[src/rtl/display_scan_ctrl_if.sv]
// display_scan_ctrl_if
//   Bundles the update handshake and display outputs of display_scan_ctrl.
//   master : value sender / display consumer (drives upd_valid, upd_value, disp_en)
//   slave  : the scan controller (drives upd_ready, s, enable, frame_tick)
//   Signals:
//     upd_valid  - upd_value offered this cycle
//     upd_value  - new display value, [7:4] upper digit, [3:0] lower digit
//     upd_ready  - controller can accept a value (pending slot empty)
//     disp_en    - 0 blanks both digits; scanning continues
//     s          - nibble to the segment decoder
//     enable     - digit enables, one-hot or 2'b00
//     frame_tick - 1-cycle pulse when a new frame starts
interface display_scan_ctrl_if;
  logic       upd_valid;
  logic [7:0] upd_value;
  logic       upd_ready;
  logic       disp_en;
  logic [3:0] s;
  logic [1:0] enable;
  logic       frame_tick;

  modport master (
    output upd_valid, upd_value, disp_en,
    input  upd_ready, s, enable, frame_tick
  );

  modport slave (
    input  upd_valid, upd_value, disp_en,
    output upd_ready, s, enable, frame_tick
  );
endinterface

[src/rtl/display_scan_ctrl.sv]
// display_scan_ctrl
//   Scan scheduler for a dual seven-segment display. Time-slices the lower
//   digit (value[3:0]) and upper digit (value[7:4]) with an optional blanking
//   gap between them. New values are taken through a valid/ready port into a
//   single pending slot and only become visible at a frame boundary (entry to
//   SHOW0), so a frame never mixes old and new digits.
//   Ports:
//     clk   - system clock, all logic on posedge
//     reset - synchronous, active-high
//     bus   - display_scan_ctrl_if.slave (update handshake + display outputs)
module display_scan_ctrl #(
  parameter int unsigned DWELL_CYCLES = 25000,
  parameter int unsigned BLANK_CYCLES = 250
) (
  input logic           clk,
  input logic           reset,
  display_scan_ctrl_if.slave bus
);

  localparam int unsigned MAXC = (DWELL_CYCLES > BLANK_CYCLES) ? DWELL_CYCLES : BLANK_CYCLES;
  localparam int unsigned CW   = $clog2(MAXC + 1);
  localparam logic [CW-1:0] DWELL_LAST = CW'(DWELL_CYCLES - 1);
  localparam logic [CW-1:0] BLANK_LAST = CW'((BLANK_CYCLES == 0) ? 0 : BLANK_CYCLES - 1);

  typedef enum logic [1:0] {SHOW0, BLANK0, SHOW1, BLANK1} state_t;

  state_t        state_q, state_d;
  logic [CW-1:0] cnt_q, cnt_d;
  logic [7:0]    shown_q, shown_d;
  logic [7:0]    pend_q, pend_d;
  logic          pend_valid_q, pend_valid_d;
  logic [3:0]    s_q, s_d;
  logic [1:0]    enable_q, enable_d;
  logic          tick_q, tick_d;
  logic          boundary;
  logic [1:0]    en_raw;

  // Outputs are registered from the next-state values so that they line up
  // with state_q on the same cycle (SHOW0 already shows a freshly applied value).
  always_comb begin
    state_d      = state_q;
    cnt_d        = cnt_q + CW'(1);
    shown_d      = shown_q;
    pend_d       = pend_q;
    pend_valid_d = pend_valid_q;
    s_d          = s_q;
    en_raw       = 2'b00;

    unique case (state_q)
      SHOW0:  if (cnt_q == DWELL_LAST) state_d = (BLANK_CYCLES == 0) ? SHOW1 : BLANK0;
      BLANK0: if (cnt_q == BLANK_LAST) state_d = SHOW1;
      SHOW1:  if (cnt_q == DWELL_LAST) state_d = (BLANK_CYCLES == 0) ? SHOW0 : BLANK1;
      BLANK1: if (cnt_q == BLANK_LAST) state_d = SHOW0;
      default: state_d = SHOW0;
    endcase

    if (state_d != state_q) cnt_d = '0;

    boundary = (state_d == SHOW0) && (state_q != SHOW0);

    // Apply only a value that was already pending; a same-cycle accept waits
    // for the following boundary. The two branches are mutually exclusive.
    if (boundary && pend_valid_q) begin
      shown_d      = pend_q;
      pend_valid_d = 1'b0;
    end
    if (bus.upd_valid && !pend_valid_q) begin
      pend_d       = bus.upd_value;
      pend_valid_d = 1'b1;
    end

    unique case (state_d)
      SHOW0: begin en_raw = 2'b01; s_d = shown_d[3:0]; end
      SHOW1: begin en_raw = 2'b10; s_d = shown_d[7:4]; end
      default: en_raw = 2'b00;
    endcase

    enable_d = bus.disp_en ? en_raw : 2'b00;
    tick_d   = boundary;
  end

  always_ff @(posedge clk) begin
    if (reset) begin
      state_q      <= SHOW0;
      cnt_q        <= '0;
      shown_q      <= '0;
      pend_q       <= '0;
      pend_valid_q <= 1'b0;
      s_q          <= '0;
      enable_q     <= 2'b01;
      tick_q       <= 1'b0;
    end else begin
      state_q      <= state_d;
      cnt_q        <= cnt_d;
      shown_q      <= shown_d;
      pend_q       <= pend_d;
      pend_valid_q <= pend_valid_d;
      s_q          <= s_d;
      enable_q     <= enable_d;
      tick_q       <= tick_d;
    end
  end

  assign bus.upd_ready  = !pend_valid_q;
  assign bus.s          = s_q;
  assign bus.enable     = enable_q;
  assign bus.frame_tick = tick_q;

endmodule

[src/flat_wrapper.sv]
// flat-port wrapper written by rule: the top's interface ports become plain ports
module display_scan_ctrl_flat 
#(
  parameter int unsigned DWELL_CYCLES = 25000,
  parameter int unsigned BLANK_CYCLES = 250
)
  (clk, reset, bus_upd_valid, bus_upd_value, bus_disp_en, bus_upd_ready, bus_s, bus_enable, bus_frame_tick);
  display_scan_ctrl_if bus_i ();
  input logic clk;
  input logic reset;
  input wire logic [$bits(bus_i.upd_valid)-1:0] bus_upd_valid;
  input wire logic [$bits(bus_i.upd_value)-1:0] bus_upd_value;
  input wire logic [$bits(bus_i.disp_en)-1:0] bus_disp_en;
  output wire logic [$bits(bus_i.upd_ready)-1:0] bus_upd_ready;
  output wire logic [$bits(bus_i.s)-1:0] bus_s;
  output wire logic [$bits(bus_i.enable)-1:0] bus_enable;
  output wire logic [$bits(bus_i.frame_tick)-1:0] bus_frame_tick;
  assign bus_i.upd_valid = bus_upd_valid;
  assign bus_i.upd_value = bus_upd_value;
  assign bus_i.disp_en = bus_disp_en;
  assign bus_upd_ready = bus_i.upd_ready;
  assign bus_s = bus_i.s;
  assign bus_enable = bus_i.enable;
  assign bus_frame_tick = bus_i.frame_tick;
  display_scan_ctrl #(.DWELL_CYCLES(DWELL_CYCLES), .BLANK_CYCLES(BLANK_CYCLES)) u_core (.clk(clk), .reset(reset), .bus(bus_i));
endmodule
[config.mk]
export PLATFORM = sky130hd
export DESIGN_NAME = display_scan_ctrl_flat
export DESIGN_NICKNAME = d
export VERILOG_FILES = /design/src/rtl/display_scan_ctrl_if.sv /design/src/rtl/display_scan_ctrl.sv /design/src/flat_wrapper.sv
export SDC_FILE = /design/constraint.sdc
export NUM_CORES = 1
export LEC_CHECK = 0
export ABC_AREA = 1
export CAP_MARGIN = 20
export CORE_MARGIN = 4
export CORE_UTILIZATION = 34
export CTS_CLUSTER_DIAMETER = 200
export DETAILED_ROUTE_END_ITERATION = 10
export GPL_ROUTABILITY_DRIVEN = 0
export PLACE_DENSITY = 0.56
export SYNTH_ARGS = -nofsm -noshare
export SYNTH_HDL_FRONTEND = slang
export SYNTH_SLANG_ARGS = --single-unit
[constraint.sdc]
create_clock -name clk -period 1.7 [get_ports clk]
set_input_delay 0.17 -clock clk [delete_from_list [all_inputs] [get_ports clk]]
set_output_delay 0.17 -clock clk [all_outputs]
set_load 0.005 [all_outputs]
Word-level counts from Yosys, hierarchy flattened

Index checks and enable logic that the tools add are counted.

Word-level logic and storage cells: 40
Bits in registers: 41
Output and inout bits: 8
Input bits: 12

Mux-type cells: 11
Equal/unequal tests: 7
Bitwise logic cells: 1
Reductions and logical operators: 11
Add/sub/neg operators: 1

Operators with widths:

| operator              | number |
|---|---|
| $add 15x1->15 const B | 1 |
| $eq 15x15->1 const B  | 1 |
| $eq 15x8->1 const B   | 1 |
| $mux 2                | 4 |
| $mux 8                | 1 |
| $pmux 2 s4            | 1 |
| $pmux 4 s2            | 1 |
| $eq 2x2->1 const B    | 3 |
| $reduce_bool 2->1     | 3 |
| $logic_not 2->1       | 2 |
| $pmux 2 s2            | 1 |
| $reduce_or 2->1       | 2 |
| $logic_and 1x1->1     | 3 |
| $mux 1                | 3 |
| $eq 2x1->1 const B    | 1 |
| $ne 2x2->1            | 1 |
| $logic_not 1->1       | 1 |
| $not 1->1             | 1 |

Depth between registers and ports, before layout

Gate-level depths: netlist of run 1.

Word-level depth: 8
Mapped depth: 14
Mapped depth without buffers: 14

Least setup slack after synthesis of run 1

Ideal clock, no wire load.

Path type: register to register
From: reg u_core.cnt_q[0]
To: reg u_core.s_q[0] (netlist: u_core.bus.s[0])
Path slack: 214 ps
Path buffers: 1
Data arrival time: 1377 ps
Clock period less this slack: 1486 ps
Required time: 1591 ps
Cell stages (with the launch flop): 12
Library setup time: 109 ps
Cell sequence: dfxtp_1 ha_1 nand3_1 nor2_4 nand4_4 buf_6 nand2_2 nand2_1 nand2_1 nand3_1 nand2_1 inv_1

Cells in the longest elaborated chain, start to end: 8
Elaborated cells on any way between the ends: 14
Classes of those cells: eq/ne (3); mux (7); reduce/logical (4)

RTL lines:

| item                                        | RTL line                                         | RTL |
|---|---|---|
| start: declaration                          | display_scan_ctrl.sv:28                          | `logic [CW-1:0] cnt_q, cnt_d;` |
| start signal: assignment                    | display_scan_ctrl.sv:94                          | `cnt_q <= cnt_d;` |
| $eq 15x8->1 or $eq 15x15->1 (tied branches) | --                                               |  |
| $mux 2, on equally long branches            | --                                               |  |
| $pmux 2 s4 *                                | display_scan_ctrl.sv:49                          | `unique case (state_q)` |
| $logic_not 2->1                             | display_scan_ctrl.sv:59, display_scan_ctrl.sv:72 |  |
| $logic_and 1x1->1                           | display_scan_ctrl.sv:59                          | `boundary = (state_d == SHOW0) && (state_q != SHOW0);` |
| $logic_and 1x1->1                           | display_scan_ctrl.sv:63                          | `if (boundary && pend_valid_q) begin` |
| $mux 8                                      | display_scan_ctrl.sv:63                          |  |
| $pmux 4 s2                                  | display_scan_ctrl.sv:72                          | `unique case (state_d)` |
| end signal: assignment                      | display_scan_ctrl.sv:89                          | `s_q <= '0;` |
| end signal: assignment                      | display_scan_ctrl.sv:98                          | `s_q <= s_d;` |
| end: declaration                            | display_scan_ctrl.sv:32                          | `logic [3:0] s_q, s_d;` |

Mark *: on every way between the ends. The rest lies on a longest branch, timed or not.
A chain may end at the register's enable or synchronous reset.

Worst setup path in the final report of run 1

From: reg u_core.cnt_q[1]
To: reg u_core.pend_valid_q

Cells in the longest elaborated chain, start to end: 7
Elaborated cells on any way between the ends: 11
Classes of those cells: eq/ne (2); mux (5); reduce/logical (4)

RTL lines:

| item                                        | RTL line                | RTL |
|---|---|---|
| $eq 15x8->1 or $eq 15x15->1 (tied branches) | --                      |  |
| $mux 2, on equally long branches            | --                      |  |
| $pmux 2 s4 *                                | display_scan_ctrl.sv:49 |  |
| $logic_not 2->1 *                           | display_scan_ctrl.sv:59 |  |
| $logic_and 1x1->1 *                         | display_scan_ctrl.sv:59 |  |
| $logic_and 1x1->1 *                         | display_scan_ctrl.sv:63 |  |
| $reduce_bool 2->1 (no line) *               | --                      |  |
| end signal: assignment                      | display_scan_ctrl.sv:97 | `pend_valid_q <= pend_valid_d;` |
| end: declaration                            | display_scan_ctrl.sv:31 | `logic pend_valid_q, pend_valid_d;` |

Marked as above.

==> results of run 1 <==
==> worst max-delay path by stage <==
stage	slack (ns)	to
after floorplan	0.21	u_core.bus.s[0]$_SDFFE_PP0P_
after global placement	0.11	u_core.bus.s[3]$_SDFFE_PP0P_
after detailed placement	0.05	u_core.bus.s[3]$_SDFFE_PP0P_
after CTS	0.03	u_core.bus.s[0]$_SDFFE_PP0P_
after global routing	0.007	u_core.bus.s[0]$_SDFFE_PP0P_
final	0.17	u_core.pend_valid_q$_SDFFE_PP0P_
==> per-stage QoR <==
stage | hold slack (ns) | util (%) | std cells | power, W | cell area, um^2
floorplan | 0.249 | - | 256 | 0.00108 | 1900
global route | 0.450 | 44.5 | 354 | 0.00200 | 2340
finish | 0.441 | 44.5 | 354 | 0.00191 | 2340
CTS | 0.436 | 43.9 | 352 | 0.00194 | 2310
detailed placement | 0.464 | 41.7 | 344 | 0.00114 | 2200
global placement | 0.448 | 41.7 | 344 | 0.00114 | 2200
==> cells in the mapped netlist <==
library cell  number  area share, %
inv_2              5           0.99
o21ai_0            8            2.1
inv_1             27            5.3
nor3_1             4            1.1
nand3_1           13            3.4
buf_6              1           0.59
nor2_4             2            1.2
ha_1               2            1.3
buf_2              4            1.1
nand2_4            2            1.2
or2_2              1           0.33
nor4_1             1           0.33
nand4_1            7            2.3
dfxtp_1           41             43
nor2_1            46            9.1
nand4_4            1            1.1
o211ai_2           1           0.66
nor3b_1            1           0.40
nor2_2             2           0.66
xnor2_1            2           0.92
xor2_1             4            1.8
clkinv_2           1           0.26
clkbuf_1           2           0.40
o21a_1             1           0.40
o21ai_2            3            1.4
a21oi_1           13            3.4
nor3_2             2            1.1
nand2_1           49            9.7
nor2_8             1            1.1
o21ai_1            1           0.26
nand3_2            2            1.1
nand2_2            6            2.0
==> sequential cells by signal, summed over array words and instances, names as in the netlist <==
name and flops:
u_core.pend_valid_q 1, u_core.cnt_q 15, u_core.state_q 2, u_core.bus.enable 2
u_core.pend_q 8, u_core.bus.frame_tick 1, u_core.shown_q 8, u_core.bus.s 4
==> critical path, cell delays in order (launching register included) <==
cell     delay [ns]
dfxtp_2        0.33
inv_1          0.05
ha_1           0.15
nand3_2        0.12
nor2_4         0.19
nand4_2        0.22
buf_4          0.21
a21oi_1        0.11
nor2_1         0.05
==> timing repair <==
item                                    in CTS  in global routing
buffers inserted                             0                  1
endpoints found under the setup margin       0                  8
gates resized for setup                      0                  5
==> per-layer routing <==
layer  vias up  share of wire, %  track usage (%)  routed length (um)
met4         0               2.1             5.88                  78
met5         -                 0                0                   0
met3         6               4.4             3.80                 166
li1        861                 -                -                   -
met1       685                53             17.1                2000
met2        23                40             17.1                1530
==> cell usage in the layout, fill, tap and decap left out, drive strengths merged, types with 7 or more instances in the layout <==
cell type,count
nand2,57
nor2,51
dfxtp,41
inv,32
clkdlybuf4s50,19
nand3,15
a21oi,13
o21ai,12
nand4,9
buf,7
==> cell families (layout without fill, tap and decap cells) <==
group / Yosys count / count (layout) / share of synthesized area (%)
flip-flops: 41 / 41 / 43.2
XOR/XNOR: 6 / 6 / 2.76
AO/OA/AOI/OAI: 27 / 27 / 8.23
buffers and inverters: 40 / 67 / 8.62
adder cells (fa/ha/maj): 2 / 2 / 1.32
AND/OR/NAND/NOR: 140 / 141 / 35.9
==> cell type report <==
class / instances / share of cell area (%)
clock buffer: 5 / 2.93
sequential: 41 / 35.1
tap: 70 / 3.74
clock inverter: 3 / 1.97
timing repair buffer: 26 / 10.9
multi-input combinational: 176 / 40.0
inverter: 33 / 5.34
==> report_power, final <==
part           internal [W]  switching, W
Sequential         0.000986     0.0000180
Clock              0.000439      0.000358
Combinational     0.0000592     0.0000547
==> summary.txt, run 1 <==
Run status
  – Status: finished, final reports clean

Setup path
  – Critical path startpoint: u_core.cnt_q[1]$_SDFF_PP0_
  – Worst-path fanout max: 6
  – Arrival time worst endpoint: 1.73 ns
  – Crit path kind: register to register
  – CP required: 1.89 ns
  – Worst Setup Start Kind: register
  – Reg2Reg Capture Point: u_core.pend_valid_q$_SDFFE_PP0P_
  – RR Startpoint: u_core.cnt_q[1]$_SDFF_PP0_
  – Reg2Reg Setup Slack: 0.17 ns
  – Kind of end point of the critical path: register
  – Worst-case reg-to-reg path depth: 8

Route
  – Drt pass-1 iters: 4
  – Routed Antenna Nets: 0
  – Drt drc: 0
  – Final WL: 3770 um
  – Wire per inst: 10.6 um
  – 1st-iter DRT viols: 71
  – Via density: 4.45
  – Vias: 1575

CTS
  – Clk slew on worst S/H paths: 0.08 ns
  – CTS tree: yes
  – Clk sinks: 41
  – H-tree levels: 2
  – CTS Hold Bufs: 0
  – Clk buf depth: 2
  – CTS Buf Count: 5
  – Worst skew pair latency: 0.30 ns
  – Clock Tree Root: clkbuf_8

Synthesis
  – Mapped Cells: 256
  – Register area share after synthesis: 43.2%
  – Yosys cell types: 32
  – Syn_nets: 270
  – #FFs+latches synth: 41
  – Mapped Area: 0.00190 mm^2
  – Synth warn: 0
  – Synth Area per Inst: 7.42 um^2

Global routing
  – Global route overflow: 0
  – Vias in the first global route: 1409
  – First-pass GRT wire length: 6330 um
  – Initial antenna violation count: 0
  – Pin count of the biggest net entering global routing: 16
  – Overall routing resource usage: 12.3%

Finish
  – Area of the multi-input gates: 938 um^2
  – Fill count: 567
  – Antenna cells: 0
  – Register area: 823 um^2
  – Nets@finish: 297
  – Layout cells sized above 1: 17.6%
  – Area grow syn2layout: 23.4%

STA
  – Max-slew violation count: 0
  – Max transition margin: 70.4%
  – Final setup skew: 0.00624 ns
  – Setup violations, final: 0
  – Final hold viol count: 0
  – Final WS setup: 0.168 ns
  – Worst Tran Pin Value: 0.444 ns
  – Crit path time final: 1.53 ns
  – RSZ-0062 raised after global routing: no
  – Setup TNS: 0 ns
  – Fmax: 0.653 GHz
  – Final period util: 90.1%

Floorplanning
  – Starting Density: 36.1%
  – Chip width: 82.8 um
  – Vert. Die Dim: 82.8 um
  – Ports: 20
  – Rows: 26
  – Full die area: 0.00685 mm^2
  – Core area: 0.00527 mm^2

Min path
  – Hold Startpoint: bus_disp_en
  – Hold Path Stages: 3
  – HP Class: primary input to register
  – Hold Path End: u_core.bus.enable[1]$_SDFF_PP0_

Job
  – Max-Cap Viols: 0

Place
  – Final HPWL DP: 2720 um
  – Pre-CTS WS: 0.0520 ns
  – Port Buffers: 19

Power
  – VDD IR-drop max: 0.000346 V
  – Pwr Density: 817 mW/mm^2
  – LEAKAGE: 0.981 nW
No activity file was read; power rests on OpenSTA's default activity.
==> run 2: changes to the inputs <==
PLACE_DENSITY = default   (was 0.56)
==> run 2 against run 1 <==
Net effect: die area unchanged; clock skew up 0.0012 ns; clock-buffer cell count unchanged; maximum frequency down 0.82%; routed wire length up 1.1%; cell count up 0.85%; power up 0.20%.
==> summary.txt, run 2 (synthesis results as in run 1) <==
Finish
  – Area grow syn2layout: 25.1%
  – Most frequent cells in the layout: 49 x nand2_1, 46 x nor2_1, 40 x dfxtp_1
  – Top flop regs: u_core.cnt_q: 15 flops, u_core.pend_q: 8 flops, u_core.shown_q: 8 flops
  – Antenna cells: 0 (unchanged)
  – Nets@finish: 300 (+1.0%)
  – Most flops, register: u_core.cnt_q
  – Post-Layout Cell Count: 357 (+0.85%)
  – Final Util: 45.1% (+0.64 points)
  – Most common cell after layout, fill and taps aside: nand2_1
  – Layout cells sized above 1: 18.5% (+0.86 points)
  – Largest register FFs: 15 (unchanged)
  – Fill count: 565 (-0.35%)

STA
  – Setup TNS: 0 ns (unchanged)
  – Worst hold margin: 0.442 ns (+0.000371 ns)
  – Setup violations, final: 0 (unchanged)
  – Final setup skew: 0.00749 ns (+0.00124 ns)
  – Max transition margin: 75.5% (+5.2 points)
  – Final WS setup: 0.155 ns (-0.0126 ns)
  – RSZ-0062 raised after global routing: no
  – Final hold viol count: 0 (unchanged)
  – Crit path time final: 1.54 ns (+0.0126 ns)
  – Worst Tran Pin Value: 0.367 ns (-0.0772 ns)
  – Fmax: 0.647 GHz (-0.82%)
  – Max-slew violation count: 0 (unchanged)
  – Final period util: 90.9% (+0.74 points)

CTS
  – H-tree levels: 2 (unchanged)
  – CTS Buf Count: 5 (unchanged)
  – Clk slew on worst S/H paths: 0.09 ns (about the same)
  – Clock Tree Root: clkbuf_8
  – CTS tree: yes
  – Clk sinks: 41 (unchanged)
  – Worst skew pair latency: 0.29 ns (about the same)
  – Clk buf depth: 2 (unchanged)
  – CTS Hold Bufs: 0 (unchanged)

Setup path
  – Kind of end point of the critical path: register
  – CP cell instances: ha_1 > nand3_2 > nor2_4 > nand4_4 > buf_4 > nand2_2 > nand2_1 > nand2_1 > nand3_1 > nand2_1 > inv_1
  – CP required: 1.90 ns (about the same)
  – Reg2Reg Setup Slack: 0.16 ns (about the same)
  – Critical path's largest stage delay: 0.37 ns (+0.04 ns)
  – Cell repeated most along the worst path: nand2_1
  – Reg2Reg Capture Point: u_core.bus.s[0]$_SDFFE_PP0P_
  – Worst-path fanout max: 6 (unchanged)
  – Critical Path Sink: u_core.bus.s[0]$_SDFFE_PP0P_
  – Worst Setup Start Kind: register
  – Worst-case reg-to-reg path depth: 11 (+3)
  – RR Startpoint: u_core.cnt_q[0]$_SDFF_PP0_
  – Arrival time worst endpoint: 1.74 ns (about the same)
  – Crit path kind: register to register
  – Slowest-stage cell, CP: dfxtp_2
  – Critical path startpoint: u_core.cnt_q[0]$_SDFF_PP0_

Floorplanning
  – Starting Density: 36.1% (unchanged)
  – Core area: 0.00527 mm^2 (unchanged)
  – Full die area: 0.00685 mm^2 (unchanged)
  – Rows: 26 (unchanged)
  – Chip width: 82.8 um (unchanged)
  – Vert. Die Dim: 82.8 um (unchanged)
  – Ports: 20 (unchanged)

Global routing
  – First-pass GRT wire length: 6450 um (+2.0%)
  – Vias in the first global route: 1437 (+2.0%)
  – Overall routing resource usage: 12.4% (+0.099 points)
  – Global route overflow: 0 (unchanged)
  – Pin count of the biggest net entering global routing: 16 (unchanged)
  – Initial antenna violation count: 0 (unchanged)

Route
  – Drt pass-1 iters: 4 (unchanged)
  – Final WL: 3810 um (+1.1%)
  – Routed Antenna Nets: 0 (unchanged)
  – Vias: 1589 (+0.89%)
  – Drt drc: 0 (unchanged)
  – Wire per inst: 10.7 um (+0.24%)
  – 1st-iter DRT viols: 90 (+27%)
  – Via density: 4.45 (about the same)

Place
  – Final HPWL DP: 2790 um (+2.5%)
  – Port Buffers: 19 (unchanged)
  – Pre-CTS WS: 0.0142 ns (-0.0378 ns)
  – Cells after DPL: 344 (unchanged)

Power
  – LEAKAGE: 1.01 nW (+2.6%)
  – VDD IR-drop max: 0.000335 V (-3.1%)
  – Pwr Density: 807 mW/mm^2 (-1.2%)

Job
  – Max-Cap Viols: 0 (unchanged)

Min path
  – HP Class: primary input to register

Run status
  – Status: finished, final reports clean
-- run 2: power breakdown --
part / leakage, nW / total, W / switching (W) / internal, W
Clock: 0.0543 / 0.000802 / 0.000362 / 0.000440
Combinational: 0.619 / 0.000114 / 0.0000551 / 0.0000594
Sequential: 0.333 / 0.00100 / 0.0000174 / 0.000985
Total: 1.01 / 0.00192 / 0.000435 / 0.00148
-- run 2: critical path: cells and delay by family (launching register included) --
kind                       cells  cell delay (ns)
and+or+nand+nor                8             0.71
DFF                            1             0.37
buffers and inverters          2             0.20
adders and majority gates      1             0.17
-- run 2: through the flow --
step | total power (W) | instance area [um^2]
6_report | 0.00192 | 2380
5_1_grt | 0.00200 | 2380
4_1_cts | 0.00194 | 2310
3_5_place_dp | 0.00114 | 2200
3_3_place_gp | 0.00114 | 2200
2_1_floorplan | 0.00108 | 1900
-- run 2: timing repair --
action / CTS / global route
pin swaps: 1 / 1
gates resized for setup: 0 / 7
buffers inserted: 0 / 5
setup endpoints to repair: 1 / 10
-- run 2: area by class of cell --
cell class	count	area (um^2)	area share [%]
Clock inverter	3	46.3	1.95
Clock buffer	5	68.8	2.89
Timing Repair Buffer	30	285	12.0
Inverter	33	125	5.26
Multi-Input combinational cell	175	943	39.7
Sequential cell	41	822	34.6
Tap cell	70	87.6	3.68
-- run 2: routing by layer --
metal	share of wire (%)	vias to the layer above	GRT usage, %
li1	-	865	-
met1	52	699	17.4
met2	44	23	18.3
met3	3.6	2	2.93
met4	1.0	0	4.41
met5	0	-	0
-- run 2: worst min-delay path by stage --
stage	depth (start not counted)	start	slack, ns	endpoint
floorplan	1	reset	0.25	u_core.bus.enable[1]$_SDFF_PP0_
global placement	1	u_core.cnt_q[0]$_SDFF_PP0_	0.45	u_core.cnt_q[0]$_SDFF_PP0_
detailed placement	2	u_core.bus.s[2]$_SDFFE_PP0P_	0.46	u_core.bus.s[2]$_SDFFE_PP0P_
CTS	3	bus_disp_en	0.44	u_core.bus.enable[1]$_SDFF_PP0_
global route	3	bus_upd_value[4]	0.46	u_core.pend_q[4]$_SDFFE_PP0P_
finish	3	bus_disp_en	0.44	u_core.bus.enable[1]$_SDFF_PP0_
